`src/rtl/rd_deserializer.sv`:
```
// Receiver for the RD detector serial link: requests a transfer, frames two serial
// channels of 13-bit odd-parity symbols and writes each word pair to the trace buffer.
`timescale 1ns/1ps

module rd_deserializer #(
    parameter int MEM_SIZE     = 2048,
    parameter int ADDR_WIDTH   = 11,
    parameter int WAIT_TIMEOUT = 1024
) (
    input  logic                  i_local_clk,
    input  logic                  i_local_rstn,
    input  logic                  i_start,
    input  logic                  i_enable_xfr,
    input  logic                  i_serial_in0,
    input  logic                  i_serial_in1,
    output logic                  o_trigger,
    output logic                  o_busy,
    output logic                  o_done,
    output logic                  o_wr_en,
    output logic [ADDR_WIDTH-1:0] o_wr_addr,
    output logic [25:0]           o_wr_data,
    output logic [ADDR_WIDTH:0]   o_word_count,
    output logic [15:0]           o_perr_count,
    output logic                  o_timeout_err,
    output logic                  o_short_err,
    output logic                  o_overrun_err
);

    localparam int TIMER_W = (WAIT_TIMEOUT > 2) ? $clog2(WAIT_TIMEOUT) : 1;
    localparam logic [TIMER_W-1:0]  C_TIMER_LAST = TIMER_W'(WAIT_TIMEOUT - 1);
    localparam logic [ADDR_WIDTH:0] C_MEM_SIZE   = (ADDR_WIDTH + 1)'(MEM_SIZE);
    localparam logic [3:0]          C_PARITY_BIT = 4'd12;

    typedef enum logic [1:0] {
        S_IDLE = 2'd0,
        S_WAIT = 2'd1,
        S_RECV = 2'd2
    } state_t;

    state_t r_state;
    state_t w_state_next;

    logic                  r_enable_prev;
    logic [TIMER_W-1:0]    r_timer;
    logic [3:0]            r_bit_cnt;
    logic                  r_trigger;
    logic                  r_done;
    logic                  r_wr_en;
    logic [ADDR_WIDTH-1:0] r_wr_addr;
    logic [25:0]           r_wr_data;
    logic [ADDR_WIDTH:0]   r_word_count;
    logic [15:0]           r_perr_count;
    logic                  r_timeout_err;
    logic                  r_short_err;
    logic                  r_overrun_err;

    logic [1:0]  w_serial;
    logic [23:0] w_word_data;
    logic [1:0]  w_perr;
    logic        w_xfr_rise;
    logic        w_timeout;
    logic        w_accept;
    logic        w_shift;
    logic        w_parity_edge;
    logic        w_frame_end;
    logic        w_room;

    assign w_serial      = {i_serial_in1, i_serial_in0};
    // A frame is only accepted on a fresh rising edge, never on a level already high.
    assign w_xfr_rise    = i_enable_xfr & ~r_enable_prev;
    assign w_timeout     = (r_timer == C_TIMER_LAST);
    assign w_accept      = (r_state == S_WAIT) && w_xfr_rise;
    assign w_shift       = (r_state == S_RECV) && i_enable_xfr && (r_bit_cnt != C_PARITY_BIT);
    assign w_parity_edge = (r_state == S_RECV) && i_enable_xfr && (r_bit_cnt == C_PARITY_BIT);
    assign w_frame_end   = (r_state == S_RECV) && !i_enable_xfr;
    assign w_room        = (r_word_count < C_MEM_SIZE);

    genvar gi;
    generate
        for (gi = 0; gi < 2; gi++) begin : g_chan
            logic [11:0] r_shift;
            logic        r_xor;

            always_ff @(posedge i_local_clk) begin
                if (!i_local_rstn) begin
                    r_shift <= '0;
                    r_xor   <= 1'b0;
                end else if (w_accept) begin
                    r_shift <= {11'd0, w_serial[gi]};
                    r_xor   <= w_serial[gi];
                end else if (w_shift) begin
                    r_shift <= {r_shift[10:0], w_serial[gi]};
                    r_xor   <= r_xor ^ w_serial[gi];
                end else if (w_parity_edge || w_frame_end) begin
                    r_xor   <= 1'b0;
                end
            end

            assign w_word_data[gi*12 +: 12] = r_shift;
            // All 13 bits must XOR to 1; any other result flags the word.
            assign w_perr[gi] = ~(r_xor ^ w_serial[gi]);
        end
    endgenerate

    always_ff @(posedge i_local_clk) begin
        if (!i_local_rstn) begin
            r_state <= S_IDLE;
        end else begin
            r_state <= w_state_next;
        end
    end

    always_comb begin
        w_state_next = r_state;
        case (r_state)
            S_IDLE: begin
                if (i_start) begin
                    w_state_next = S_WAIT;
                end
            end
            S_WAIT: begin
                if (w_xfr_rise) begin
                    w_state_next = S_RECV;
                end else if (w_timeout) begin
                    w_state_next = S_IDLE;
                end
            end
            S_RECV: begin
                if (!i_enable_xfr) begin
                    w_state_next = S_IDLE;
                end
            end
            default: w_state_next = S_IDLE;
        endcase
    end

    always_ff @(posedge i_local_clk) begin
        if (!i_local_rstn) begin
            r_enable_prev <= 1'b0;
            r_timer       <= '0;
            r_bit_cnt     <= '0;
            r_trigger     <= 1'b0;
            r_done        <= 1'b0;
            r_wr_en       <= 1'b0;
            r_wr_addr     <= '0;
            r_wr_data     <= '0;
            r_word_count  <= '0;
            r_perr_count  <= '0;
            r_timeout_err <= 1'b0;
            r_short_err   <= 1'b0;
            r_overrun_err <= 1'b0;
        end else begin
            r_enable_prev <= i_enable_xfr;
            r_done        <= 1'b0;
            r_wr_en       <= 1'b0;
            case (r_state)
                S_IDLE: begin
                    if (i_start) begin
                        r_trigger     <= 1'b1;
                        r_timer       <= '0;
                        r_word_count  <= '0;
                        r_perr_count  <= '0;
                        r_timeout_err <= 1'b0;
                        r_short_err   <= 1'b0;
                        r_overrun_err <= 1'b0;
                    end
                end
                S_WAIT: begin
                    if (w_xfr_rise) begin
                        r_trigger <= 1'b0;
                        r_bit_cnt <= 4'd1;
                    end else if (w_timeout) begin
                        r_trigger     <= 1'b0;
                        r_timeout_err <= 1'b1;
                        r_done        <= 1'b1;
                    end else begin
                        r_timer <= r_timer + 1'b1;
                    end
                end
                S_RECV: begin
                    if (!i_enable_xfr) begin
                        // Partial word at frame end is dropped, only flagged.
                        r_done    <= 1'b1;
                        r_bit_cnt <= '0;
                        if (r_bit_cnt != 4'd0) begin
                            r_short_err <= 1'b1;
                        end
                    end else if (r_bit_cnt == C_PARITY_BIT) begin
                        r_bit_cnt <= '0;
                        if (w_room) begin
                            r_wr_en      <= 1'b1;
                            r_wr_addr    <= r_word_count[ADDR_WIDTH-1:0];
                            r_wr_data    <= {w_perr, w_word_data};
                            r_word_count <= r_word_count + 1'b1;
                            if ((|w_perr) && (r_perr_count != 16'hFFFF)) begin
                                r_perr_count <= r_perr_count + 16'd1;
                            end
                        end else begin
                            r_overrun_err <= 1'b1;
                        end
                    end else begin
                        r_bit_cnt <= r_bit_cnt + 4'd1;
                    end
                end
                default: ;
            endcase
        end
    end

    assign o_trigger     = r_trigger;
    assign o_busy        = (r_state != S_IDLE);
    assign o_done        = r_done;
    assign o_wr_en       = r_wr_en;
    assign o_wr_addr     = r_wr_addr;
    assign o_wr_data     = r_wr_data;
    assign o_word_count  = r_word_count;
    assign o_perr_count  = r_perr_count;
    assign o_timeout_err = r_timeout_err;
    assign o_short_err   = r_short_err;
    assign o_overrun_err = r_overrun_err;

endmodule

```
`config.mk`:
```
export PLATFORM = sky130hd
export DESIGN_NAME = rd_deserializer
export DESIGN_NICKNAME = d
export VERILOG_FILES = /design/src/rtl/rd_deserializer.sv
export SDC_FILE = /design/constraint.sdc
export NUM_CORES = 1
export LEC_CHECK = 0
export CAP_MARGIN = 20
export CORE_ASPECT_RATIO = 1.2
export CORE_MARGIN = 1
export CORE_UTILIZATION = 64
export DETAILED_ROUTE_END_ITERATION = 10
export DONT_BUFFER_PORTS = 1
export GPL_ROUTABILITY_DRIVEN = 0
export PLACE_DENSITY = 0.91
export SETUP_SLACK_MARGIN = 0.05
export SYNTH_ARGS = -nofsm -noshare
export SYNTH_HDL_FRONTEND = slang
export SYNTH_SLANG_ARGS = --single-unit
export TNS_END_PERCENT = 10
```
`constraint.sdc`:
```
create_clock -name i_local_clk -period 5.4 [get_ports i_local_clk]
set_clock_uncertainty 0.05 [all_clocks]
set_input_delay 1.35 -clock i_local_clk [delete_from_list [all_inputs] [get_ports i_local_clk]]
set_output_delay 1.35 -clock i_local_clk [all_outputs]
set_load 0.05 [all_outputs]
```
==> results of run 1 <==
==> worst max-delay path by stage <==
stage                                  startpoint                            to  slack, ps  cells after the start
after floorplan                      i_enable_xfr    o_wr_addr[10]$_SDFFE_PN0P_       2640                      7
after global routing      r_state[0]$_SDFFE_PN0P_                        o_busy       2250                      3
after detailed placement             i_local_rstn  o_perr_count[9]$_SDFFE_PN0P_       2130                      5
after global placement               i_local_rstn  o_perr_count[9]$_SDFFE_PN0P_       2220                      5
final                     r_state[0]$_SDFFE_PN0P_                        o_busy       2290                      3
after CTS                 r_state[0]$_SDFFE_PN0P_                        o_busy       2310                      3
==> cells by family after synthesis <==
family          count (synthesis)
simple gates                  280
compound gates                144
flops                         114
buf+inv                        45
xor+xnor                       16
fa+ha+maj                       8
mux                             6
==> cell type report <==
cell class,count,area (sq um)
multi-input combinational,454,2480
sequential,114,2280
fill,502,1740
clock buffer,22,473
clock inverter,9,153
tap,90,113
timing repair buffer,6,68.8
inverter,13,48.8
==> state kept, by name (all words and copies together), names as in the netlist, 2 cells and up <==
signal          count
o_perr_count       16
g_chan.r_xor        2
r_state             2
g_chan.r_shift     24
r_bit_cnt           4
o_wr_data          26
o_wr_addr          11
r_timer            10
o_word_count       12
==> through the flow <==
| step | power [mW] | setup WS (ps) | std cells |
|---|---|---|---|
| floorplan | 1.02 | 2640 | 613 |
| global route | 2.28 | 2250 | 708 |
| CTS | 2.22 | 2310 | 707 |
| global placement | 1.05 | 2220 | 675 |
| finish | 2.22 | 2290 | 708 |
| detailed placement | 1.06 | 2130 | 676 |
==> power groups by stage <==
stage,sequential [mW],combinational [mW],clock (mW)
6_report,0.872,0.179,1.17
5_1_grt,0.872,0.196,1.21
4_1_cts,0.871,0.173,1.17
3_5_place_dp,0.888,0.169,0
3_3_place_gp,0.888,0.161,0
2_1_floorplan,0.886,0.136,0
==> cells in the final DEF, fill, tap and decap left out, types with 3 or more instances in the layout <==
cell and count:
xnor2_1 3, inv_1 12, buf_4 4, a31oi_1 7, mux2i_1 4, nand3_1 19, o31ai_1 5, nand2_1 152
ha_1 8, nor4_1 3, a22oi_1 5, dfxtp_1 114, clkbuf_8 5, and3_1 6, xor2_1 13, clkinv_2 3
o21ai_0 16, a21oi_1 79, nand4_1 13, o211ai_1 3, or3_1 7, nor3_1 6, or4_1 4, nand2b_1 4
bufinv_16 4, nor2_1 43, o21ai_1 7, clkbuf_16 16
==> critical path: stages, from the launching register on <==
cell     delay, ps
dfxtp_1        380
inv_1           90
ha_1           330
inv_1          400
==> synth_stat cells, types with 2 or more instances <==
cell       count
a21o_1         2
a21oi_1       79
a22oi_1        5
a2bb2oi_1      2
a31oi_1        7
a32oi_1        2
and2_1         2
and3_1         6
and4_1         2
buf_2          9
clkbuf_1      22
dfxtp_1      114
ha_1           8
inv_1         12
mux2i_1        4
nand2_1      152
nand2b_1       4
nand3_1       19
nand3b_1       2
nand4_1       13
nand4_4        2
nor2_1        43
nor2b_1        2
nor3_1         6
nor3_2         3
nor4_1         3
o211ai_1       3
o21ai_0       16
o21ai_1        7
o22a_1         2
o31ai_1        5
or2_1          2
or3_1          7
or4_1          4
xnor2_1        3
xor2_1        13
==> layer usage <==
| metal | global-route usage | part of all wire | vias up |
|---|---|---|---|
| met1 | 0.371 | 0.39 | 2112 |
| met3 | 0.0822 | 0.073 | 38 |
| met5 | 0 | 0 | - |
| met2 | 0.532 | 0.51 | 201 |
| li1 | - | - | 2112 |
| met4 | 0.146 | 0.026 | 0 |
==> metrics.txt, run 1 <==
pin count of the biggest net entering global routing=63; setup TNS=0 ps; hpwl dp=about 7600 microns; Yosys warning total=0; Top FF cell, synth=dfxtp_1; share of cells above drive strength 1=0.0825; fmax=321 MHz; initial core utilization=0.673; cts bufs inserted=17; Rel. slew slack=0.298; # Post-CTS Setup Buffers=0; critical path endpoint category=primary output; first-pass GRT wire length=19800 microns; Total Routing Usage GR=0.318; DR WL/cell=about 17 microns; fin crit share=0.577; DR vias=4463; area grow syn2layout=13.5%; power density over the cells=between 300 and 400 nW/um^2; max cap viols=0; clock group share of total power=0.527; Clock transition at path regs=approximately 50 ps; final instance area=~5600 sq um; Startpoint Class=flop; Rows=34; CTS Hold Bufs=0; area share of and/or/nand/nor cells after synthesis=0.264; chip width=82.3 microns; I/O Pins=78; Pint=1.69 mW; post-cts gate resize count=0; Pre-antenna DRT Iters=5; Syn Area/Cell=8.07 sq um; drt drc=0; Worst R2R Setup Slack=2600 ps; count of unique library cells instantiated by Yosys=62; Core Util, Final=0.764; Sequential Power Share=0.392; Clock Latency Late Sink=530 ps; CTS Sinks=114; final hold violations=0; Seq cells post-synth=approximately 110; Fin Hold WS=slightly above 400 ps; R2R Path Start=r_bit_cnt[0]$_SDFFE_PN0P_; kind of critical path=flop to primary output; crit-path max FO=9; top post-synthesis cells by area=dfxtp_1 (46%), nand2_1 (12%), a21oi_1 (8.0%); Post-Synth Adder-Cell Area=0.0202; layout net count=620; hold path start=g_chan[0].r_shift[11]$_SDFFE_PP0P_; peak supply drop=~0.28 mV; leakage power=around 1.9 nW; port bufs=0; post-synthesis compound-gate area fraction=0.175; final setup vio count=0; mux contribution to synthesized area=0.0126; RSZ-0062 raised after global routing=false; Post-synth EDFFs=0; Longest Clk Path Bufs=2; post-synthesis sequential area ratio=0.461; worst-margin pin slew=1050 ps; vias in the first global route=4300; Net Switching=0.529 mW; sw frac=0.238; share of the synthesized area in the top cell type=0.461; r2r worst-path depth=7; clk root buf=clkbuf_8; Antenna Nets Post-Route=0; Tmin final=3110 ps; initial antenna violation count=0; status=finished clean; Routed WL=12100 microns; Min-Delay Path Depth=2; CTS tree=yes; asr flop ratio synth=0; die height=approximately 98 microns; type of the worst min-delay path=flop to flop; Cells after Synth=613; CTS H-tree lvls=4; Avg Vias per Cell=6.30; Logic pwr share=0.081; WHS Endpoint=g_chan[0].r_shift[11]$_SDFFE_PP0P_; area of placed instances=between 4000 and 5000 sq um; Synth area leader=dfxtp_1; remaining global-route overflow=0; Synth Area in XOR/XNOR=0.0283; WP data arrival=1710 ps; Die Area=8090 sq um; Worst EP required=roughly 4000 ps; Synth Net Count=627; First DRT Iteration DRCs=388; critical register-to-register path endpoint=r_bit_cnt[3]$_SDFFE_PN0P_; main combinational cell family by area after synthesis=simple AND/OR/NAND/NOR gates; Final Max Slew Viols=0; Netlist Area Pre-Place=4950 sq um; antenna cell count=0; Core ar.=7360 sq um
Power figures use the tool's default switching activity.
==> run 2: changes to the inputs <==
- ABC_AREA: not set -> 1
- CORE_UTILIZATION: 64 -> 63
- PLACE_DENSITY: 0.91 -> 0.9
- clock period: 5.4 -> 2.9 ns (I/O delays scaled with it)
==> metrics.txt, run 2 <==
worst-margin pin slew=716 ps (-336 ps); Longest Clk Path Bufs=2 (unchanged); kind of critical path=flop to flop; critical register-to-register path endpoint=g_chan[1].r_xor$_SDFFE_PN0P_; area grow syn2layout=13.1%; Routed WL=13000 microns (+7.3%); Total Routing Usage GR=0.317 (-0.000979); Rows=35 (+2.9%); setup TNS=0 ps (unchanged); die height=101 microns (+3.1%); post-synthesis sequential area ratio=0.440 (-0.0212); RSZ-0062 raised after global routing=false; share of the synthesized area in the top cell type=0.440 (-0.0212); clk root buf=clkbuf_8; CTS Hold Bufs=0 (unchanged); remaining global-route overflow=0 (unchanged); Min-Delay Path Depth=2 (unchanged); CP delay by family, top=simple AND/OR/NAND/NOR gates; CTS Sinks=114 (unchanged); leakage power=2.46 nW (+28%); Seq cells post-synth=114 (unchanged); max cap viols=0 (unchanged); Startpoint Class=flop; WP data arrival=2850 ps (+1140 ps); Worst R2R Setup Slack=450 ps (-2150 ps); Netlist Area Pre-Place=5190 sq um (+4.8%); antenna cell count=0 (unchanged); Post-synth EDFFs=0 (unchanged); r2r worst-path depth=8 (+1); Clock Latency Late Sink=520 ps (about the same); Pre-antenna DRT Iters=10 (+5); commonest non-fill, non-tap cells in the layout=nand2_1 (155), dfxtp_1 (114), nor2_1 (102); CTS H-tree lvls=4 (unchanged); Top FF cell, synth=dfxtp_1; initial antenna violation count=0 (unchanged); Core ar.=7840 sq um (+6.5%); Die Area=8600 sq um (+6.3%); share of cells above drive strength 1=0.109 (+0.0264); final worst slack=448 ps (-1840 ps); fmax=408 MHz; Critical Path, Cell by Cell=inv_1, ha_1, nand2_1, inv_1, nand2_2, inv_2, nand3_1, a31oi_1; DR WL/cell=15.4 microns (-10%); # Post-CTS Setup Buffers=0 (unchanged); Worst EP required=3300 ps (-700 ps); failing checks=DRC; total chip power=4.19 mW (+88%); crit-path max FO=26 (+17); peak supply drop=0.430 mV (+51%); Avg Vias per Cell=5.79 (-8.2%); status=finished, violations left; CTS tree=yes; hpwl dp=8440 microns (+11%); pin count of the biggest net entering global routing=69 (+9.5%); chip width=84.8 microns (+3.1%); top post-synthesis cells by area=dfxtp_1 (44%), nand2_1 (11%), nor2_1 (7.4%); initial core utilization=0.662 (-0.0106); count of unique library cells instantiated by Yosys=38 (-39%); power density over the cells=713 nW/um^2 (+80%); layout net count=754 (+22%); DR vias=4892 (+9.6%); CP most frequent cell=inv_1; most frequent cells after synthesis=nand2_1 (155), dfxtp_1 (114), nor2_1 (102), inv_1 (77), a21oi_1 (71); Cells after Synth=731 (+19%); Largest register FFs=26 (unchanged); vias in the first global route=4740 (+10%); Clock transition at path regs=60 ps (about the same); WHS Endpoint=r_enable_prev$_SDFF_PN0_; Yosys warning total=0 (unchanged); slowest CP cell=ha_1; hold path start=i_enable_xfr; critical path's largest stage delay=510 ps (+110 ps); Rel. slew slack=0.522 (+0.224); fin crit share=0.845; first-pass GRT wire length=21500 microns (+8.7%); pre-CTS WS=555 ps (-1580 ps); Antenna Nets Post-Route=0 (unchanged); asr flop ratio synth=0 (unchanged); Final Max Slew Viols=0 (unchanged); Synth area leader=dfxtp_1; Synth Net Count=745 (+19%); port bufs=0 (unchanged); drt drc=3 (+3); cts bufs inserted=17 (unchanged); First DRT Iteration DRCs=336 (-13%); Core Util, Final=0.749 (-0.0148); final setup vio count=0 (unchanged); R2R Path Start=r_state[0]$_SDFFE_PN0P_; Syn Area/Cell=7.10 sq um (-12%); buffer and inverter count on the worst path=3 (+1); final hold violations=0 (unchanged); most numerous cell in the Yosys netlist=nand2_1; type of the worst min-delay path=primary input to flop; I/O Pins=78 (unchanged); critical path endpoint category=flop; post-cts gate resize count=0 (unchanged); most common cell after layout, fill and taps aside=nand2_1; Tmin final=2450 ps
## run 2: cell types whose count changed after synthesis, moves of 6 or more
| cell | previous run | this run |
|---|---|---|
| a21oi_1 | 79 | 71 |
| and3_1 | 6 | 0 |
| clkbuf_1 | 22 | 12 |
| inv_1 | 12 | 77 |
| nand2_2 | 1 | 8 |
| nand3_1 | 19 | 49 |
| nand4_1 | 13 | 3 |
| nor2_1 | 43 | 102 |
| o21ai_0 | 16 | 63 |
| or3_1 | 7 | 0 |
| xor2_1 | 13 | 3 |
## run 2: worst max path at each step
stage	start	endpoint	slack, ps	cells after the start
final	r_state[0]$_SDFFE_PN0P_	g_chan[1].r_xor$_SDFFE_PN0P_	450	8
after CTS	r_state[0]$_SDFFE_PN0P_	r_bit_cnt[2]$_SDFFE_PN0P_	510	8
after detailed placement	r_state[0]$_SDFFE_PN0P_	r_bit_cnt[2]$_SDFFE_PN0P_	560	8
after global routing	r_state[0]$_SDFFE_PN0P_	r_bit_cnt[2]$_SDFFE_PN0P_	200	8
after floorplan	o_perr_count[1]$_SDFFE_PN0P_	o_perr_count[3]$_SDFFE_PN0P_	990	10
after global placement	r_state[0]$_SDFFE_PN0P_	g_chan[1].r_xor$_SDFFE_PN0P_	710	8
## run 2: cells by family after synthesis
family | synth area share
xor+xnor | 0.00675
fa+ha+maj | 0.0193
flops | 0.440
buf+inv | 0.0911
simple gates | 0.291
compound gates | 0.152
## run 2: routing by layer
| metal | vias up | global-route usage | part of all wire | wire [microns] |
|---|---|---|---|---|
| li1 | 2374 | - | - | - |
| met1 | 2242 | 0.337 | 0.37 | 4840 |
| met2 | 209 | 0.560 | 0.51 | 6640 |
| met3 | 67 | 0.0905 | 0.070 | 906 |
| met4 | 0 | 0.192 | 0.046 | 597 |
| met5 | - | 0 | 0 | 0 |
## run 2: through the flow
step           hold slack, ps  instances  instance area, sq um
2_1_floorplan             391        731                  5190
3_3_place_gp              413        813                  5300
3_5_place_dp              416        813                  5300
4_1_cts                   250        845                  5870
5_1_grt                   251        845                  5870
6_report                  256        845                  5870
## run 2: power breakdown
part / leakage, nW / total (mW) / switching (mW) / internal (mW)
sequential: 0.921 / 1.67 / 0.0604 / 1.61
combinational: 1.26 / 0.522 / 0.380 / 0.142
clock: 0.279 / 1.99 / 0.765 / 1.23
## run 2: area by class of cell
class / count / area, sq um
sequential: 114 / 2280
multi-input combinational: 505 / 2440
timing repair buffer: 18 / 148
inverter: 84 / 315
fill: 525 / 1970
clock inverter: 15 / 156
tap: 92 / 115
clock buffer: 17 / 414
==> run 3: changes to the inputs <==
- clock period: 2.9 -> 2.4 ns (I/O delays scaled with it)
==> metrics.txt, run 3 (same netlist as run 2, synthesis figures left out) <==
crit-path max FO=3 (-88%); port bufs=0 (unchanged); First DRT Iteration DRCs=362 (+7.7%); Longest Clk Path Bufs=2 (unchanged); share of cells above drive strength 1=0.121 (+0.0118); Min-Delay Path Depth=2 (unchanged); Avg Vias per Cell=5.79 (about the same); CTS H-tree lvls=4 (unchanged); CTS tree=yes; Startpoint Class=flop; drt drc=3 (unchanged); CP delay by family, top=buffers and inverters; CTS Sinks=114 (unchanged); initial core utilization=0.662 (unchanged); Fin Hold WS=134 ps (-121 ps); buffer and inverter count on the worst path=3 (unchanged); R2R Path Start=r_state[0]$_SDFFE_PN0P_; I/O Pins=78 (unchanged); kind of critical path=flop to primary output; type of the worst min-delay path=primary input to flop; layout net count=763 (+1.2%); max cap viols=0 (unchanged); Tmin final=between 2000 and 2500 ps; Total Routing Usage GR=0.314 (-0.00305); # Post-CTS Setup Buffers=0 (unchanged); fin crit share=0.904; final instance area=5960 sq um (+1.5%); Die Area=8600 sq um (unchanged); Clock transition at path regs=60 ps (about the same); leakage power=2.52 nW (+2.1%); pin count of the biggest net entering global routing=69 (unchanged); critical path's largest stage delay=360 ps (-150 ps); Rel. slew slack=0.592 (+0.0701); area grow syn2layout=14.8%; commonest non-fill, non-tap cells in the layout=nand2_1 (155), dfxtp_1 (114), nor2_1 (102); cts bufs inserted=17 (unchanged); Net Switching=1.48 mW (+23%); area of placed instances=5360 sq um (+1.0%); CP most frequent cell=inv_1; DR vias=4948 (+1.1%); WHS Endpoint=r_enable_prev$_SDFF_PN0_; hpwl dp=8230 microns (-2.4%); worst-margin pin slew=611 ps (-105 ps); fillers=521 (-0.76%); status=finished, violations left; Sequential Power Share=0.387 (-0.013); r2r worst-path depth=7 (-1); hold path start=i_enable_xfr; failing checks=DRC; WP depth=4 (-4); final worst slack=229 ps (-219 ps); sw frac=0.285 (-0.00249); most common cell after layout, fill and taps aside=nand2_1; RSZ-0062 raised after global routing=false; critical path endpoint category=primary output; die height=101 microns (unchanged); fmax=461 MHz; clk root buf=clkbuf_8; Clock Latency Late Sink=520 ps (about the same); Pre-antenna DRT Iters=11 (+1); Pint=3.72 mW (+25%); pre-CTS WS=166 ps (-389 ps); initial antenna violation count=0 (unchanged); area of the multi-input gates=2440 sq um (+0.10%); DR WL/cell=15.2 microns (-0.86%); peak supply drop=0.660 mV (+54%); first-pass GRT wire length=21500 microns (-0.29%); Worst EP required=1750 ps (-1550 ps); Logic pwr share=0.128 (+0.003); critical register-to-register path endpoint=o_wr_addr[5]$_SDFFE_PN0P_; Rows=35 (unchanged); Critical Path, Cell by Cell=inv_1, ha_1, inv_1, buf_4; Core ar.=7840 sq um (unchanged); final setup vio count=0 (unchanged); clock group share of total power=0.485 (+0.009); power density over the cells=873 nW/um^2 (+22%); Final Max Slew Viols=0 (unchanged); slowest CP cell=dfxtp_1; vias in the first global route=4827 (+1.8%); Worst R2R Setup Slack=270 ps (-180 ps); chip width=84.8 microns (unchanged); WP data arrival=1520 ps (-1330 ps); setup TNS=0 ps (unchanged); Largest register FFs=26 (unchanged); final hold violations=0 (unchanged); antenna cell count=0 (unchanged); remaining global-route overflow=0 (unchanged); Antenna Nets Post-Route=0 (unchanged); storage element area=2280 sq um (unchanged); Routed WL=13000 microns (+0.19%)
[run 3: metrics by stage]
stage | power (mW) | utilization | cells
final | 5.20 | 0.760 | 854
after global routing | 5.37 | 0.760 | 854
after CTS | 5.20 | 0.760 | 854
after detailed placement | 2.69 | 0.683 | 822
after global placement | 2.67 | 0.683 | 822
after floorplan | 2.59 | - | 731
[run 3: routing by layer]
metal	wire length, microns	GRT usage
met3	1010	0.100
met5	0	0
met4	378	0.166
met1	4970	0.349
met2	6660	0.540
[run 3: power groups by stage]
stage          Combinational (mW)  Clock (mW)  Sequential (mW)
6_report                    0.664        2.52             2.01
2_1_floorplan               0.453           0             2.13
3_3_place_gp                0.618           0             2.05
5_1_grt                     0.730        2.63             2.02
3_5_place_dp                0.640           0             2.05
4_1_cts                     0.655        2.53             2.01
[run 3: area by class of cell]
cell class / count / share of cell area
Multi-Input combinational cell: 505 / 0.410
Sequential cell: 114 / 0.383
Clock buffer: 20 / 0.0764
Inverter: 84 / 0.0529
Timing Repair Buffer: 27 / 0.0340
Clock inverter: 12 / 0.0244
Tap cell: 92 / 0.0193
[run 3: worst max-delay path by stage]
stage               slack, ps                       endpoint                    startpoint
floorplan                 490   o_perr_count[3]$_SDFFE_PN0P_  o_perr_count[1]$_SDFFE_PN0P_
global placement          340  o_perr_count[14]$_SDFFE_PN0P_       r_state[0]$_SDFFE_PN0P_
detailed placement        170      o_wr_addr[5]$_SDFFE_PN0P_       r_state[0]$_SDFFE_PN0P_
CTS                       100      o_wr_data[4]$_SDFFE_PN0P_       r_state[0]$_SDFFE_PN0P_
global route               80      o_wr_addr[5]$_SDFFE_PN0P_       r_state[0]$_SDFFE_PN0P_
finish                    230                         o_busy       r_state[0]$_SDFFE_PN0P_
[run 3: repair_timing]
action,in CTS,in global routing
endpoints found under the setup margin,0,50
resized for setup,0,1
endpoints found under the hold margin,0,0
hold buffers,0,0
